**config.mk**
```make
export PLATFORM = sky130hd
export DESIGN_NAME = counter_sweep_ctl
export DESIGN_NICKNAME = d
export VERILOG_FILES = /design/src/rtl/counter_sweep_ctl.sv
export SDC_FILE = /design/constraint.sdc
export NUM_CORES = 1
export LEC_CHECK = 0
export BUFFER_PORTS_ARGS = -buffer_cell sky130_fd_sc_hd__buf_2
export CAP_MARGIN = 0
export CORE_MARGIN = 2
export CORE_UTILIZATION = 53
export CTS_CLUSTER_DIAMETER = 200
export DETAILED_ROUTE_END_ITERATION = 12
export GPL_ROUTABILITY_DRIVEN = 0
export PLACE_DENSITY = 0.76
export REMOVE_ABC_BUFFERS = 1
export SKIP_LAST_GASP = 1
export SYNTH_ARGS = -nofsm -noshare
export SYNTH_HDL_FRONTEND = slang
export SYNTH_SLANG_ARGS = --single-unit
```
**constraint.sdc**
```tcl
create_clock -name clk -period 2.4 [get_ports clk]
set_input_delay 0.6 -clock clk [delete_from_list [all_inputs] [get_ports clk]]
set_output_delay 0.6 -clock clk [all_outputs]
set_load 0.01 [all_outputs]
```
**src/rtl/counter_sweep_ctl.sv**
```systemverilog
// counter_sweep_ctl
// Drives an external synchronous up/down counter through a run of full
// lo -> hi -> lo sweeps. The counter is loaded with lo once, then counted
// up to hi and back down to lo. That round trip is repeated ncycles times.
// The counter acts on the same rising edge that this controller uses to
// change state. The controller gates the count enable combinationally
// from ctr_q, so the counter never steps past either bound.
//
// Ports
//   clk        : single clock, rising edge
//   rst        : asynchronous active-high reset
//   start      : request a run (only looked at in IDLE)
//   stop       : abort the current run (ignored in IDLE)
//   lo, hi     : sweep bounds, latched when a start is accepted
//   ncycles    : number of full sweeps, latched when a start is accepted
//   ctr_q      : present value of the external counter
//   ctr_d      : parallel load data to the counter (latched lo)
//   ctr_load_n : active-low parallel load
//   ctr_en_n   : active-low count enable
//   ctr_updn   : count direction, 1 = up, 0 = down
//   busy       : high whenever the controller is not in IDLE
//   done       : one-clock pulse when a run completes normally
//   err        : one-clock pulse when a start request is rejected
//   cyc_cnt    : completed sweeps in the current (or last) run
module counter_sweep_ctl #(
    parameter int WIDTH = 4,
    parameter int CW    = 8
) (
    input  logic             clk,
    input  logic             rst,
    input  logic             start,
    input  logic             stop,
    input  logic [WIDTH-1:0] lo,
    input  logic [WIDTH-1:0] hi,
    input  logic [CW-1:0]    ncycles,
    input  logic [WIDTH-1:0] ctr_q,
    output logic [WIDTH-1:0] ctr_d,
    output logic             ctr_load_n,
    output logic             ctr_en_n,
    output logic             ctr_updn,
    output logic             busy,
    output logic             done,
    output logic             err,
    output logic [CW-1:0]    cyc_cnt
);

    typedef enum logic [2:0] {
        S_IDLE,
        S_LOAD,
        S_UP,
        S_DOWN,
        S_DONE
    } state_t;

    state_t           state_reg, state_next;
    logic [WIDTH-1:0] lo_reg, hi_reg;
    logic [CW-1:0]    n_reg;
    logic [CW-1:0]    cyc_reg, cyc_next;
    logic [CW-1:0]    cyc_inc;
    logic             err_reg;
    logic             req_valid;
    logic             accept;

    // A request is valid only for a non-empty range and a non-zero sweep count.
    assign req_valid = (lo < hi) && (ncycles != '0);
    assign accept    = (state_reg == S_IDLE) && start && req_valid;
    assign cyc_inc   = cyc_reg + 1'b1;

    always_ff @(posedge clk or posedge rst) begin
        if (rst) begin
            state_reg <= S_IDLE;
            lo_reg    <= '0;
            hi_reg    <= '0;
            n_reg     <= '0;
            cyc_reg   <= '0;
            err_reg   <= 1'b0;
        end else begin
            state_reg <= state_next;
            cyc_reg   <= cyc_next;
            err_reg   <= (state_reg == S_IDLE) && start && !req_valid;
            if (accept) begin
                lo_reg <= lo;
                hi_reg <= hi;
                n_reg  <= ncycles;
            end
        end
    end

    always_comb begin
        state_next = state_reg;
        cyc_next   = cyc_reg;
        ctr_load_n = 1'b1;
        ctr_en_n   = 1'b1;
        ctr_updn   = 1'b1;
        done       = 1'b0;

        case (state_reg)
            S_IDLE: begin
                if (accept) begin
                    cyc_next   = '0;
                    state_next = S_LOAD;
                end
            end
            S_LOAD: begin
                ctr_load_n = 1'b0;
                state_next = S_UP;
            end
            S_UP: begin
                // Hold at hi: the counter then sits there for this clock
                // and for the first DOWN clock, giving the two-clock dwell.
                ctr_en_n = (ctr_q == hi_reg);
                if (ctr_q == hi_reg)
                    state_next = S_DOWN;
            end
            S_DOWN: begin
                ctr_updn = 1'b0;
                ctr_en_n = (ctr_q == lo_reg);
                if (ctr_q == lo_reg) begin
                    cyc_next   = cyc_inc;
                    state_next = (cyc_inc == n_reg) ? S_DONE : S_UP;
                end
            end
            S_DONE: begin
                done       = 1'b1;
                state_next = S_IDLE;
            end
            default: begin
                state_next = S_IDLE;
            end
        endcase

        // Abort overrides everything: freeze the counter in this very clock,
        // keep the sweep count as it was, and never report completion.
        if (stop && (state_reg != S_IDLE)) begin
            ctr_load_n = 1'b1;
            ctr_en_n   = 1'b1;
            done       = 1'b0;
            cyc_next   = cyc_reg;
            state_next = S_IDLE;
        end
    end

    assign ctr_d   = lo_reg;
    assign busy    = (state_reg != S_IDLE);
    assign err     = err_reg;
    assign cyc_cnt = cyc_reg;

endmodule

```
Word level (Yosys, flattened, before mapping)
Cells that the tools add are included.

word-level totals
  input bits = 24
  logic and storage cells = 49
  output and inout bits = 18
  register bits after elaboration = 28

cells by class
  bitwise gates (word level) = 1
  magnitude comparators = 1
  reductions and logical operators = 12
  add/subtract/negate cells = 1
  equal/unequal tests = 12
  mux-type cells = 16

operator list
  cell                                                                     number
  8-bit 2-to-1 mux                                                         2
  8-bit one-hot mux with 2 select lines                                    1
  3-bit 2-to-1 mux                                                         5
  3-bit one-hot mux with 4 select lines                                    1
  8-bit by 1-bit adder with 8-bit output, second input constant            1
  4-bit == test                                                            2
  8-bit == test                                                            1
  8-bit nonzero test                                                       1
  3-bit by 2-bit == test with 1-bit output, second input constant          2
  1-bit 2-to-1 mux                                                         6
  3-bit inequality test, second input constant                             2
  1-bit logical AND                                                        5
  4-bit < comparator                                                       1
  2-bit inequality test, second input constant                             2
  4-bit AND reduction                                                      1
  3-bit by 1-bit == test with 1-bit output, second input constant          1
  3-bit == test, second input constant                                     1
  3-bit logical NOT                                                        1
  3-bit by 2-bit inequality test with 1-bit output, second input constant  1
  3-bit AND reduction                                                      1
  3-bit nonzero test                                                       1
  1-bit one-hot mux with 2 select lines                                    1
  2-bit nonzero test                                                       1
  1-bit logical NOT                                                        1
  1-bit NOT                                                                1

Logic depth before layout (Yosys ltp)
Gate-level depths: netlist (run 1).

  depth after elaboration = 6
  mapped depth = 8

Worst setup path after synthesis (run 1)
OpenSTA, ideal clock, no wires.

  path kind = input to output
  start = input ctr_q[2]
  end = output ctr_en_n
  required time = 1.800 ns
  setup slack = 0.248 ns
  arrival = 1.552 ns
  cell stages on the path = 4
  path buffers = 0
  cell sequence = xor2_1 -> nor4_1 -> and2_1 -> or3_1

between the ends
  word-level cells in the longest chain between the ends = 3
  elaborated cells on any way between the ends = 4

ends and longest elaborated chain
  item                                       line      RTL
  start, declared                            36        input logic [WIDTH-1:0] ctr_q,
  4-bit == test (on tied branches)           117, 111
  1-bit one-hot mux with 2 select lines (*)  97        case (state_reg)
  1-bit 2-to-1 mux (*)                       134       if (stop && (state_reg != S_IDLE)) begin
  end, declared                              39        output logic ctr_en_n,

Mark *: on every way between the ends. The rest lies on a longest branch, timed or not.

Worst setup path in the final report (run 1)
  start = register lo_reg[0], in the netlist ctr_d[0]
  end = output ctr_en_n

between the ends
  word-level cells in the longest chain between the ends = 3

ends and longest elaborated chain
  item                                   line  RTL
  start, declared                        56    logic [WIDTH-1:0] lo_reg, hi_reg;
  start signal, assigned                 82    lo_reg <= lo;
  4-bit == test                          117   ctr_en_n = (ctr_q == lo_reg);
  1-bit one-hot mux with 2 select lines  97
  1-bit 2-to-1 mux                       134

Every way passes these cells.

==> impl_metrics.json, run 1 <==
{
  "clockBufferDepth": 2,
  "initial_core_util_pct": 55.1,
  "finClkSkew_ps": 7.60,
  "finalMaxSlewViolations": 0,
  "slew_headroom_pct": 63.7,
  "crit_required_ps": 1800,
  "seqPwrFrac_pct": 42.9,
  "gr-total-overflow": 0,
  "postLayoutCellArea_mm2": 0.00201,
  "maxCapViolations": 0,
  "syn_inst": 160,
  "cp-end-kind": "output port",
  "path_clk_slew_ps": 160,
  "die-height_um": 60.1,
  "synth_common_cells": "dfrtp_1 (28), mux2_4 (11), inv_1 (10), nand2_1 (10)",
  "htreeDepth": 1,
  "root_buffer": "clkbuf_4",
  "synth_area_leaders": "dfrtp_1 (42%), mux2_4 (9.9%), xnor2_1 (4.7%), xor2_1 (4.7%), ha_1 (3.0%)",
  "antenna_found_initial": 0,
  "clkPwrFrac_pct": 11.0,
  "drt-pass1-iter-count": 4,
  "synth_top_area_share_pct": 42.0,
  "status": "completed",
  "avgSynthCellArea_um2": 10.4,
  "hp-class": "input port to async pin",
  "coreArea_mm2": 0.00303,
  "period_minus_slack_ps": 2330,
  "holdWs_ps": 302,
  "grt_pass1_wl_mm": 5.80,
  "synth_seq_area_share_pct": 42.0,
  "ff_latch_area_um2": 702,
  "synth_area_mm2": 0.00167,
  "crit_path_top_delay_cell": "dfrtp_1",
  "ir_worst_vdd_mv": 0.561,
  "fin_util_pct": 66.5,
  "synth_largest_area_cell": "dfrtp_1",
  "leakage_nw": 0.960,
  "cts_tree": "yes",
  "clock.fmax_ghz": 0.430,
  "grt_pass1_vias": 1262,
  "nets": 239,
  "power_frac_comb_pct": 46.0,
  "swShare_pct": 35.8,
  "synth_enable_flop_cells": 0,
  "critPathBufInv": 1,
  "grt_max_degree": 29,
  "syn2layout_area_growth_pct": 20.6,
  "p_total_w": 0.00179,
  "p_sw_w": 0.000639,
  "dieArea_mm2": 0.00361,
  "drive_gt1_share_pct": 33.5,
  "fillCellCount": 240,
  "cp_slowest_stage_delay_ps": 420,
  "dieWidth_um": 60.1,
  "synthArstFlopShare_pct": 100,
  "num_rows": 20,
  "cts_sinks": 28,
  "port_buffers": 41,
  "vias": 1353,
  "num_antenna_cells": 0,
  "drcViolationCount": 0,
  "drt_iter0_drc": 65,
  "power.density_mw_per_mm2": 887,
  "dp_hpwl_mm": 2.76,
  "yosys_warnings": 0,
  "worst-path-max-fanout": 2,
  "placed_area_mm2": 0.00196,
  "synth_ff_type": "dfrtp_1",
  "grt_usage_pct": 21.6,
  "wl_per_cell_um": 13.8,
  "cp_cell_sequence": "xor2_1 -> nor4_2 -> and2_1 -> or3_4 -> buf_2",
  "crit_arrival_ps": 1730,
  "routed_via_density": 5.35,
  "cts_hold_buffers": 0,
  "crit_family": "simple AND/OR/NAND/NOR gates",
  "synth_seq_cells": 28,
  "yosysMostFrequentCell": "dfrtp_1",
  "timing.final.crit_share_pct": 97.0,
  "finalHoldViolCount": 0,
  "clkLatencyLatePin_ps": 320,
  "critPathKind": "register to output port",
  "setup_violations": 0,
  "tightest_slew_ps": 541,
  "multiInputGateArea_um2": 911,
  "drtAntennaViolNets": 0,
  "startpoint_type": "register",
  "intPower_w": 0.00115,
  "synth_cell_types": 42,
  "wl_mm": 3.50,
  "ioPinCount": 42,
  "cts_buffers": 3
}
-- area by class of cell --
class                           instances  share of cell area, %
Inverter                               10                   1.86
Clock buffer                            3                   1.12
Tap cell                               44                   2.73
Multi-Input combinational cell        118                   45.2
Sequential cell                        28                   34.9
Timing Repair Buffer                   50                   14.2
-- worst register-to-register path, cell delays in order (launching register included) --
cell and delay, ps:
dfrtp_1 440, nor3_1 490, inv_1 140, nand2_1 220, nand3_1 250, or3_1 400, o21ai_1 80
-- power by group through the flow --
stage / Combinational (W) / Clock [W] / Sequential, W
2_1_floorplan: 0.000539 / 0 / 0.000764
3_3_place_gp: 0.000740 / 0 / 0.000777
3_5_place_dp: 0.000766 / 0 / 0.000786
4_1_cts: 0.000776 / 0.000200 / 0.000774
5_1_grt: 0.000901 / 0.000222 / 0.000793
6_report: 0.000822 / 0.000197 / 0.000767
-- per-stage QoR --
step | TNS [ps] | std cells | setup WS, ps
CTS | 0 | 250 | 18.7
global placement | 0 | 247 | 94.5
floorplan | 0 | 156 | 205
finish | 0 | 253 | 73.2
detailed placement | 0 | 247 | 75.7
global route | -6.08 | 253 | -6.08
-- final timing paths --
kind | from | endpoint | slack, ps | cells after the start
worst max-delay path | ctr_d[0] | ctr_en_n | 70 | 5
worst min-delay path | rst | cyc_cnt[7] | 300 | 3
worst max register to register | state_reg[2] | cyc_cnt[7] | 340 | 6
worst min register to register | hi_reg[2] | hi_reg[2] | 530 | 2
max in group asynchronous | rst | state_reg[0] | 1830 | 3
min in group clk | lo[0] | ctr_d[0] | 490 | 2
-- per-layer routing --
metal	vias to the layer above	share of wire, %	GRT usage [%]	routed length [um]
li1	672	-	-	-
met1	650	48	30.0	1690
met2	29	48	35.4	1690
met3	2	2.7	2.60	94
met4	0	0.57	5.71	20
met5	-	0	0	0
-- cells in the final DEF, fill, tap and decap left out, drive strengths merged, types with 3 or more instances in the layout --
cell type  instances
nand2             10
xor2               9
dfrtp             28
nand3              6
nor3b              5
inv               10
ha                 4
mux2              14
buf               50
xnor2              9
o21ai             12
nor3               6
clkbuf             3
nor2               7
a21oi              6
or3                3
-- kinds of logic (layout without fill, tap and decap cells) --
family	count (synthesis)	count (layout)	synth area share [%]
compound gates	33	33	13.6
xor+xnor	18	18	9.45
buf+inv	14	63	4.12
mux	14	14	11.9
flops	28	28	42.0
fa+ha+maj	4	4	3.00
simple gates	49	49	16.0
-- repair_timing --
item	4_1_cts	5_1_grt
setup endpoints to repair	1	1
resized for setup	1	2
buffers inserted	0	3
pin swaps	0	2
Power figures use the tool's default switching activity.
==> inputs of run 2 (changes only) <==
- CELL_PAD_IN_SITES_DETAIL_PLACEMENT: not set -> 2
- CELL_PAD_IN_SITES_GLOBAL_PLACEMENT: not set -> 2
- CORE_UTILIZATION: 53 -> 33
==> impl_metrics.json, run 2 (synthesis results as in run 1) <==
{
  "status": "completed",
  "r2r_start": "cyc_cnt[0]",
  "r2r_end": "state_reg[1]",
  "cts_tree": "yes",
  "holdWs_ps": 366,
  "clock.fmax_ghz": 0.422,
  "dieWidth_um": 75.1,
  "coreArea_mm2": 0.00479,
  "grt_usage_pct": 19.8,
  "grt_pass1_vias": 1595,
  "clkLatencyLatePin_ps": 280,
  "grt_max_degree": 29,
  "nets": 237,
  "routed_via_density": 5.11,
  "num_antenna_cells": 0,
  "worst-path-max-fanout": 2,
  "initial_core_util_pct": 34.9,
  "wl_per_cell_um": 18.7,
  "tns_ps": 0,
  "reg2reg_depth": 6,
  "htreeDepth": 1,
  "finalMaxSlewViolations": 0,
  "syn2layout_area_growth_pct": 24.1,
  "layout_common_cells": "buf_2 (41), dfrtp_1 (28), mux2_4 (11)",
  "slew_headroom_pct": 73.4,
  "vias": 1401,
  "antenna_found_initial": 0,
  "drt-pass1-iter-count": 3,
  "drcViolationCount": 0,
  "startpoint_type": "input port",
  "dieArea_mm2": 0.00564,
  "dp_hpwl_mm": 3.98,
  "crit_top_cell": "buf_2",
  "num_rows": 25,
  "ff2ff_setup_slack_ps": 380,
  "crit_required_ps": 1800,
  "ioPinCount": 42,
  "hp-class": "input port to async pin",
  "port_buffers": 41,
  "drt_iter0_drc": 26,
  "wl_mm": 5.11,
  "timing.final.crit_share_pct": 98.6,
  "crit_arrival_ps": 1770,
  "tightest_slew_ps": 394,
  "ir_worst_vdd_mv": 0.365,
  "clockBufferDepth": 2,
  "finalHoldViolCount": 0,
  "final_common_cell": "buf_2",
  "crit_path_top_delay_cell": "or3_4",
  "path_clk_slew_ps": 100,
  "cp_cell_sequence": "buf_2 -> xor2_2 -> nor4_4 -> and2_1 -> or3_4 -> buf_2",
  "setup_violations": 0,
  "finClkSkew_ps": 3.95,
  "period_minus_slack_ps": 2370,
  "maxCapViolations": 0,
  "drtAntennaViolNets": 0,
  "grt_pass1_wl_mm": 8.16,
  "cp-end-kind": "output port",
  "gr-total-overflow": 0,
  "leakage_nw": 0.963,
  "root_buffer": "clkbuf_8",
  "drive_gt1_share_pct": 34.3,
  "fillCellCount": 520,
  "cp_slowest_stage_delay_ps": 400,
  "cts_sinks": 28,
  "power.density_mw_per_mm2": 925,
  "critPathKind": "input port to output port",
  "die-height_um": 75.1,
  "cts_buffers": 3
}
## run 2: cell types whose count changed in the layout (fill, tap and decap cells not counted)
| cell | change |
|---|---|
| xor2_1 | -4 |
| dfrtp_2 | -1 |
| clkbuf_8 | +3 |
| clkbuf_4 | -3 |
| buf_4 | -1 |
| nor4_2 | -1 |
| buf_12 | -1 |
| nor4_4 | +1 |
| dfrtp_1 | +1 |
| xor2_2 | +4 |
## run 2: worst max-delay path by stage
stage                    to  cells after the start  startpoint  slack (ps)
6_report           ctr_en_n                      6    ctr_q[2]          30
3_5_place_dp       ctr_en_n                      6    ctr_q[0]         -40
2_1_floorplan  state_reg[0]                      5  ncycles[4]         210
3_3_place_gp       ctr_en_n                      6    ctr_q[2]         -30
4_1_cts            ctr_en_n                      5    ctr_d[0]           2
5_1_grt            ctr_en_n                      6    ctr_q[2]         -20
## run 2: stage by stage
stage | util [%] | setup slack [ps] | power [W] | std cells | cell area (um2)
6_report | 43.3 | 32.7 | 0.00192 | 274 | 2070
5_1_grt | 43.3 | -18.0 | 0.00205 | 274 | 2070
4_1_cts | 42.2 | 2.15 | 0.00188 | 273 | 2020
3_5_place_dp | 41.2 | -42.4 | 0.00159 | 270 | 1970
3_3_place_gp | 41.2 | -27.3 | 0.00154 | 270 | 1970
2_1_floorplan | - | 205 | 0.00130 | 156 | 1640
## run 2: what timing repair did
action                                  4_1_cts  5_1_grt
pin swaps                                     0        3
gates resized for setup                       1        6
hold buffers                                  0        0
setup buffers                                 0        1
endpoints found under the setup margin        1        1
## run 2: layout make-up
type / count / area, um2 / area share, %
Clock buffer: 3 / 41.3 / 1.99
Inverter: 10 / 37.5 / 1.81
Multi-Input combinational cell: 118 / 950 / 45.9
Tap cell: 67 / 83.8 / 4.05
Sequential cell: 28 / 701 / 33.8
Timing Repair Buffer: 48 / 258 / 12.4
## run 2: critical path: cells and delay by family
kind          cells  cell delay (ps)
simple gates      3              660
buf+inv           2              280
xor+xnor          1              220
## run 2: per-layer routing
metal / GRT usage, % / wire [um] / up-vias
met3: 2.41 / 116 / 7
met5: 0 / 0 / -
li1: - / - / 660
met1: 23.7 / 2230 / 706
met2: 35.6 / 2680 / 28
met4: 8.13 / 84 / 0
## run 2: report_power, final
| group | internal, W | leakage [nW] | switching, W |
|---|---|---|---|
| registers | 0.000627 | 0.355 | 0.000176 |
| clock network | 0.000113 | 0.0216 | 0.000158 |
| logic | 0.000440 | 0.586 | 0.000400 |
| total | 0.00118 | 0.963 | 0.000735 |
==> inputs of run 3 (changes only) <==
- BUFFER_PORTS_ARGS: -buffer_cell sky130_fd_sc_hd__buf_2 -> -buffer_cell sky130_fd_sc_hd__buf_4
==> impl_metrics.json, run 3 (synthesis results as in run 1) <==
{
  "drive_gt1_share_pct": 35.2,
  "cts_hold_buffers": 0,
  "drt_iter0_drc": 46,
  "dieArea_mm2": 0.00564,
  "num_antenna_cells": 0,
  "initial_core_util_pct": 34.9,
  "cts_buffers": 3,
  "grt_max_degree": 29,
  "htreeDepth": 1,
  "tns_ps": 0,
  "postLayoutCellArea_mm2": 0.00222,
  "vias": 1430,
  "power.density_mw_per_mm2": 945,
  "r2r_start": "state_reg[1]",
  "grt_pass1_vias": 1617,
  "placed_cells": 271,
  "cts_sinks": 28,
  "crit_required_ps": 1800,
  "finalMaxSlewViolations": 0,
  "p_total_w": 0.00210,
  "critPathKind": "register to output port",
  "clockBufferDepth": 2,
  "drtAntennaViolNets": 0,
  "rsz0062_at_grt": "no",
  "wl_mm": 5.26,
  "dp_hpwl_mm": 3.96,
  "dieWidth_um": 75.1,
  "coreArea_mm2": 0.00479,
  "timing.final.crit_share_pct": 97.0,
  "clkLatencyLatePin_ps": 280,
  "port_buffers": 41,
  "r2r_end": "state_reg[2]",
  "setup_violations": 0,
  "gr-total-overflow": 0,
  "period_minus_slack_ps": 2330,
  "fin_util_pct": 46.4,
  "reg2reg_depth": 6,
  "root_buffer": "clkbuf_8",
  "routed_via_density": 5.16,
  "grt_usage_pct": 20.0,
  "status": "completed",
  "crit_path_top_delay_cell": "dfrtp_1",
  "nets": 239,
  "ioPinCount": 42,
  "finClkSkew_ps": 2.63,
  "ff2ff_setup_slack_ps": 330,
  "syn2layout_area_growth_pct": 32.9,
  "maxCapViolations": 0,
  "leakage_nw": 1.01,
  "drt-pass1-iter-count": 4,
  "slew_headroom_pct": 70.1,
  "die-height_um": 75.1,
  "wl_per_cell_um": 19.0,
  "clock.fmax_ghz": 0.429,
  "placed_area_mm2": 0.00208,
  "final_common_cell": "buf_4",
  "finalHoldViolCount": 0,
  "tightest_slew_ps": 444,
  "ir_worst_vdd_mv": 0.527,
  "final_cell_count_no_fill": 277,
  "cp_cell_sequence": "xor2_2 -> nor4_4 -> and2_1 -> or3_4 -> buf_4",
  "hp-class": "input port to async pin",
  "cp_slowest_stage_delay_ps": 440,
  "cp-end-kind": "output port",
  "cts_tree": "yes",
  "antenna_found_initial": 0,
  "num_rows": 25,
  "crit_arrival_ps": 1730,
  "worst-path-max-fanout": 3,
  "path_clk_slew_ps": 100,
  "layout_common_cells": "buf_4 (50), dfrtp_1 (28), mux2_4 (11)",
  "startpoint_type": "register",
  "drcViolationCount": 0,
  "grt_pass1_wl_mm": 8.35
}
## run 3: area by class of cell
type	instances	area, um2
Multi-Input combinational cell	118	950
Clock buffer	3	41.3
Timing Repair Buffer	50	375
Tap cell	67	83.8
Clock inverter	1	30.0
Fill cell	521	2570
Sequential cell	28	701
Inverter	10	37.5
## run 3: metal layers
metal / GRT usage [%] / vias up / wire [um]
met5: 0 / - / 0
met2: 37.0 / 32 / 2820
met1: 24.0 / 721 / 2230
met3: 3.08 / 6 / 141
met4: 5.16 / 0 / 68
li1: - / 671 / -
## run 3: timing repair
action	CTS	global route
endpoints found under the setup margin	1	1
pin swaps	0	4
cloned	0	0
setup buffers	0	2
resized for setup	2	5
## run 3: worst max path at each step
stage | start | end | slack [ps]
after floorplan | ncycles[4] | state_reg[0] | 210
after global placement | ctr_q[2] | ctr_en_n | 60
after detailed placement | ctr_q[0] | ctr_en_n | -5
after CTS | ctr_d[0] | ctr_en_n | 6
after global routing | state_reg[0] | ctr_en_n | 20
final | ctr_d[2] | ctr_en_n | 70
## run 3: critical path, delay by kind of cell, from the launching register on
family        cells  cell delay, ps
buf+inv           1             160
xor+xnor          1             220
simple gates      3             620
flops             1             440
## run 3: through the flow
step,setup WS (ps),hold slack [ps]
4_1_cts,6.41,395
3_5_place_dp,-4.90,522
3_3_place_gp,55.7,488
6_report,71.7,378
2_1_floorplan,205,470
5_1_grt,15.7,433
## run 3: report_power, final
| group | switching (W) | total [W] | internal, W | leakage (nW) |
|---|---|---|---|---|
| clock network | 0.000160 | 0.000384 | 0.000224 | 0.0357 |
| logic | 0.000415 | 0.000908 | 0.000493 | 0.622 |
| registers | 0.000178 | 0.000805 | 0.000627 | 0.355 |
| total | 0.000754 | 0.00210 | 0.00134 | 1.01 |
